## src/rtl/mem_port_arbiter_pkg.sv

```systemverilog
// Shared widths, source tags and tag-pipe entry type for the fetch/data memory arbiter.
package mem_port_arbiter_pkg;

  localparam int ADDR_W = 32;
  localparam int DATA_W = 64;
  localparam int BE_W   = DATA_W / 8;

  typedef enum logic {
    MEM_SRC_IF = 1'b0,
    MEM_SRC_D  = 1'b1
  } mem_src_e;

  typedef struct packed {
    logic     valid;
    mem_src_e src;
  } mem_tag_t;

  function automatic mem_tag_t kill_if_tag(input mem_tag_t t, input logic flush);
    mem_tag_t r;
    r = t;
    if (flush && (t.src == MEM_SRC_IF)) r.valid = 1'b0;
    return r;
  endfunction

endpackage

```

## src/rtl/mem_tag_pipe.sv

```systemverilog
// Shift register of {valid, src} tags that follows each read through the memory latency.
module mem_tag_pipe
  import mem_port_arbiter_pkg::*;
#(
  parameter int DEPTH = 1
) (
  input  logic     clk_i,
  input  logic     rst_i,
  input  mem_tag_t push_i,
  input  logic     flush_if_i,
  output mem_tag_t head_o
);

  mem_tag_t stage_q [DEPTH];
  mem_tag_t stage_d [DEPTH];

  // A flush kills fetch tags on entry, in flight and at the head in the same cycle.
  always_comb begin
    stage_d[0] = kill_if_tag(push_i, flush_if_i);
    for (int i = 1; i < DEPTH; i++) begin
      stage_d[i] = kill_if_tag(stage_q[i-1], flush_if_i);
    end
  end

  always_ff @(posedge clk_i or posedge rst_i) begin
    if (rst_i) begin
      for (int i = 0; i < DEPTH; i++) begin
        stage_q[i] <= '0;
      end
    end else begin
      for (int i = 0; i < DEPTH; i++) begin
        stage_q[i] <= stage_d[i];
      end
    end
  end

  assign head_o = rst_i ? '0 : kill_if_tag(stage_q[DEPTH-1], flush_if_i);

endmodule

```

## src/rtl/mem_port_arbiter.sv

```systemverilog
// Shares one fixed-latency memory port between instruction fetch and load/store,
// data first, with a starvation counter guaranteeing fetch progress.
module mem_port_arbiter
  import mem_port_arbiter_pkg::*;
#(
  parameter int LOAD_LATENCY = 1,
  parameter int MAX_IF_WAIT  = 3
) (
  input  logic              clk_i,
  input  logic              rst_i,
  input  logic              if_req_i,
  input  logic [ADDR_W-1:0] if_addr_i,
  output logic              if_grant_o,
  output logic              if_rvalid_o,
  output logic [DATA_W-1:0] if_rdata_o,
  input  logic              if_flush_i,
  input  logic              d_req_i,
  input  logic [BE_W-1:0]   d_we_i,
  input  logic [ADDR_W-1:0] d_addr_i,
  input  logic [DATA_W-1:0] d_wdata_i,
  output logic              d_grant_o,
  output logic              d_rvalid_o,
  output logic [DATA_W-1:0] d_rdata_o,
  output logic [ADDR_W-1:0] mem_addr_o,
  output logic [BE_W-1:0]   mem_we_o,
  output logic [DATA_W-1:0] mem_wdata_o,
  input  logic [DATA_W-1:0] mem_rdata_i
);

  localparam logic [2:0] WAIT_MAX = 3'(MAX_IF_WAIT);

  logic [2:0] wait_q, wait_d;
  logic       if_win, d_win;
  mem_tag_t   push_tag, head_tag;

  // Grants are suppressed during reset so every output reads zero.
  always_comb begin
    if_win = 1'b0;
    d_win  = 1'b0;
    if (!rst_i) begin
      if (if_req_i && (!d_req_i || (wait_q >= WAIT_MAX))) begin
        if_win = 1'b1;
      end else if (d_req_i) begin
        d_win = 1'b1;
      end
    end
  end

  always_comb begin
    mem_addr_o = '0;
    mem_we_o   = '0;
    push_tag   = '0;
    if (if_win) begin
      mem_addr_o = if_addr_i;
      push_tag   = '{valid: 1'b1, src: MEM_SRC_IF};
    end else if (d_win) begin
      mem_addr_o = d_addr_i;
      mem_we_o   = d_we_i;
      push_tag   = '{valid: (d_we_i == '0), src: MEM_SRC_D};
    end
  end

  always_comb begin
    wait_d = '0;
    if (if_req_i && !if_win) begin
      wait_d = (wait_q >= WAIT_MAX) ? WAIT_MAX : wait_q + 3'd1;
    end
  end

  always_ff @(posedge clk_i or posedge rst_i) begin
    if (rst_i) begin
      wait_q <= '0;
    end else begin
      wait_q <= wait_d;
    end
  end

  mem_tag_pipe #(
    .DEPTH (LOAD_LATENCY)
  ) u_tag_pipe (
    .clk_i      (clk_i),
    .rst_i      (rst_i),
    .push_i     (push_tag),
    .flush_if_i (if_flush_i),
    .head_o     (head_tag)
  );

  assign if_grant_o  = if_win;
  assign d_grant_o   = d_win;
  assign mem_wdata_o = rst_i ? '0 : d_wdata_i;
  assign if_rvalid_o = head_tag.valid && (head_tag.src == MEM_SRC_IF);
  assign d_rvalid_o  = head_tag.valid && (head_tag.src == MEM_SRC_D);
  assign if_rdata_o  = rst_i ? '0 : mem_rdata_i;
  assign d_rdata_o   = rst_i ? '0 : mem_rdata_i;

endmodule

```

## config.mk

```make
export PLATFORM = sky130hd
export DESIGN_NAME = mem_port_arbiter
export DESIGN_NICKNAME = d
export VERILOG_FILES = /design/src/rtl/mem_port_arbiter_pkg.sv /design/src/rtl/mem_tag_pipe.sv /design/src/rtl/mem_port_arbiter.sv
export SDC_FILE = /design/constraint.sdc
export NUM_CORES = 1
export LEC_CHECK = 0
export CORE_AREA = 2 2 170 172
export DETAILED_ROUTE_END_ITERATION = 10
export DIE_AREA = 0 0 172 174
export GPL_ROUTABILITY_DRIVEN = 0
export PLACE_DENSITY = 0.48
export SETUP_SLACK_MARGIN = 0.4
export SLEW_MARGIN = 20
export SYNTH_ARGS = -nofsm -noshare
export SYNTH_HDL_FRONTEND = slang
export SYNTH_HIERARCHICAL = 1
export SYNTH_SLANG_ARGS = --single-unit
export TNS_END_PERCENT = 1
```

## constraint.sdc

```tcl
create_clock -name clk_i -period 3.2 [get_ports clk_i]
set_clock_uncertainty 0.1 [all_clocks]
set_input_delay 0.96 -clock clk_i [delete_from_list [all_inputs] [get_ports clk_i]]
set_output_delay 0.96 -clock clk_i [all_outputs]
set_load 0.1 [all_outputs]
```

==> key figures <==
Placed design
  – IO Port Bufs: 440
  – Post-DP HPWL: 18.6 mm

Power and ir drop
  – NetSw: 1.69 mW
  – Switching Fraction: 0.578
  – Clk pwr share: 0.073
  – Standby leakage power: 3.98 nW
  – Total power draw: 2.93 mW
  – Logic pwr share: 0.902
  – Int Pwr: 1.23 mW
  – Sequential power share: 0.025
  – Power Density: 293 nW/um^2
  – Worst VDD drop: 109 uV

Clocking
  – Hold Buf Count CTS: 0
  – CTS tree: yes
  – TritonCTS Buffers: 3
  – Clk buf depth: 2
  – Clock Latency Late Sink: 0.23 ns
  – Clk slew on worst S/H paths: 0.04 ns
  – Clock Root Buffer: clkbuf_16
  – Sink Count: 5
  – # H-tree levels: 1

Worst setup path
  – Worst EP required: 2.14 ns
  – Worst path max stage delay: 0.43 ns
  – Worst setup SP type: input port
  – CP arrival: 2.06 ns
  – Critical Path, Cell by Cell: clkdlybuf4s50_1, nand2b_1, and3_1, nor2b_1, buf_12
  – Setup slack, reg-to-reg: 1.15 ns
  – CP max-delay cell: clkdlybuf4s50_1
  – Crit. End Element: primary output
  – Type of the worst setup path: in -> out
  – Crit-path max FO: 2

Logic synthesis
  – Seq cells post-synth: 5
  – Post-synth top area cell: nor2b_1
  – Synth top area cells: nor2b_1, buf_4, a21oi_2, nand2_1, o21a_1
  – Syn Area/Cell: 6.43 um^2
  – Post-Syn Nets: 642
  – Synth Area in Adders: 0.00894
  – Synth unique cells: 29
  – YS warnings: 6
  – Compound-cell area share of the yosys netlist: 0.266
  – Synth Area in XOR/XNOR: 0
  – Mapped Cells: 435
  – Register area share after synthesis: 0.0447
  – Post-synthesis mux area share: 0
  – Mapped Area: 2800 um^2
  – Post-Synth Simple-Gate Area: 0.420
  – Largest family of logic cells by synthesized area: simple AND/OR/NAND/NOR gates
  – Synth top area share: 0.291

Timing
  – Max Fclk: 0.321 GHz
  – Final hold viol count: 0
  – Least-Margin Pin Slew: 0.376 ns
  – Final Max Tran Viols: 0
  – RSZ-0062 raised after global routing: yes
  – Final Cycle Share: 0.975
  – WHS: 0.493 ns
  – Slew margin rel.: 0.747
  – Min Tclk post-route: 3.12 ns
  – # setup viols final: 0

Floorplanning
  – Die area: 29900 um^2
  – Row count: 62
  – Chip Height: 174 um
  – Core area: 28200 um^2
  – Io pins: 441
  – Initial Util: 0.0991
  – Die Width: 172 um

Global route
  – First-pass GRT wire length: 30.0 mm
  – Vias in the first global route: 4295
  – Initial antenna violation count: 6
  – Tot GR Track Use: 0.136
  – Congestion Overflow GR: 0
  – Largest net degree at the start of global routing: 47

Routing
  – Vias per cell: 3.57
  – DRT antenna net count: 0
  – Initial drt markers: 81
  – DRC: 0
  – Drt first pass iters: 6
  – DR vias: 4256
  – Total routed wirelength: 21.1 mm
  – Drt wl/cell: 17.7 um

Cells and area
  – Area growth syn-to-layout: 257%
  – Final net count: 1013
  – Share of layout cells above drive strength 1: 0.470
  – Fin util: 0.354
  – Commonest cells after routing, fill and taps aside: buf_12, clkdlybuf4s50_1, nor2b_2, nand2_1, nor2b_1
  – Most common cell after layout, fill and taps aside: buf_12

Hold path
  – HP Class: reg -> reg

Job
  – Max Cap Viol: 0

Outcome
  – Status: finished, final reports clean
power by group through the flow:
stage / sequential [mW] / clock, mW / combinational (mW)
2_1_floorplan: 0.0744 / 0 / 1.58
3_3_place_gp: 0.0735 / 0 / 2.61
3_5_place_dp: 0.0739 / 0 / 2.61
4_1_cts: 0.0719 / 0.225 / 2.66
5_1_grt: 0.0722 / 0.230 / 2.72
6_report: 0.0718 / 0.214 / 2.64
repair_timing:
| action | in CTS | in global routing |
|---|---|---|
| cloned | 2 | 0 |
| buffers inserted | 1 | 0 |
| pin swaps | 9 | 1 |
| resized for setup | 9 | 4 |
| setup endpoints to repair | 236 | 236 |
| hold endpoints to repair | 0 | 0 |
worst max-delay path: cells and delay by family:
kind / cells / cell delay (ns)
simple gates: 3 / 0.46
buf+inv: 2 / 0.63
layout make-up:
class / instances / area, um^2
tap: 384 / 480
inverter: 6 / 22.5
antenna: 3 / 7.51
clock buffer: 4 / 78.8
sequential: 5 / 125
fill: 2847 / 18200
timing repair buffer: 468 / 7110
multi-input combinational: 322 / 2170
Yosys cell counts:
library cell  count
buf_8             1
a211o_1           1
a21boi_0          1
a2111oi_2         1
dfrtp_1           5
buf_4            65
o21ai_0           1
inv_1             5
nand4_1           1
ha_1              2
buf_6             4
nor2b_1         130
clkinv_1          1
a211oi_1          1
nor3_1            1
buf_2             6
buf_12            2
and3_1            9
a21oi_1          37
a211oi_4          1
a21oi_2          29
clkbuf_1         23
and2_1            3
nor4_1            1
nand2b_1          1
o21a_1           32
nand2_1          65
buf_1             1
nor2_1            5
flip-flops by register name, indices dropped and copies added, names as in the netlist:
register / cells
u_tag_pipe/stage_q: 2
wait_q: 3
worst paths after layout:
kind / cells past startpoint / start / endpoint
min: 2 / wait_q[0]$_DFF_PP0_ / wait_q[0]$_DFF_PP0_
max in group asynchronous: 3 / rst_i / wait_q[0]$_DFF_PP0_
max: 5 / if_flush_i / if_rvalid_o
max reg2reg: 6 / wait_q[1]$_DFF_PP0_ / u_tag_pipe/stage_q[1]$_DFF_PP0_
min reg2reg: 2 / wait_q[0]$_DFF_PP0_ / wait_q[0]$_DFF_PP0_
min in group asynchronous: 2 / rst_i / u_tag_pipe/stage_q[1]$_DFF_PP0_
cells by family (layout without fill, tap and decap cells):
kind of cell / after synthesis / count (layout)
and+or+nand+nor: 216 / 216
buffers and inverters: 108 / 478
AOI/OAI and AO/OA: 104 / 104
DFF: 5 / 5
adders and majority gates: 2 / 2
other: 0 / 3
routing by layer:
metal,vias up,global-route usage,part of all wire
li1,2076,-,-
met1,1937,0.151,0.37
met2,227,0.252,0.52
met3,12,0.0401,0.092
met4,4,0.0284,0.014
met5,-,0,0.0015
per-stage QoR:
stage,TNS [ns],cells,setup slack (ns),cell area (um^2)
2_1_floorplan,-62.09,435,-0.517,3020
3_3_place_gp,0,1182,0.0919,9800
3_5_place_dp,0,1182,0.0956,9800
4_1_cts,0,1189,0.0751,9970
5_1_grt,0,1190,0.0171,9990
6_report,0,1192,0.0814,10000
Power figures use the tool's default switching activity.
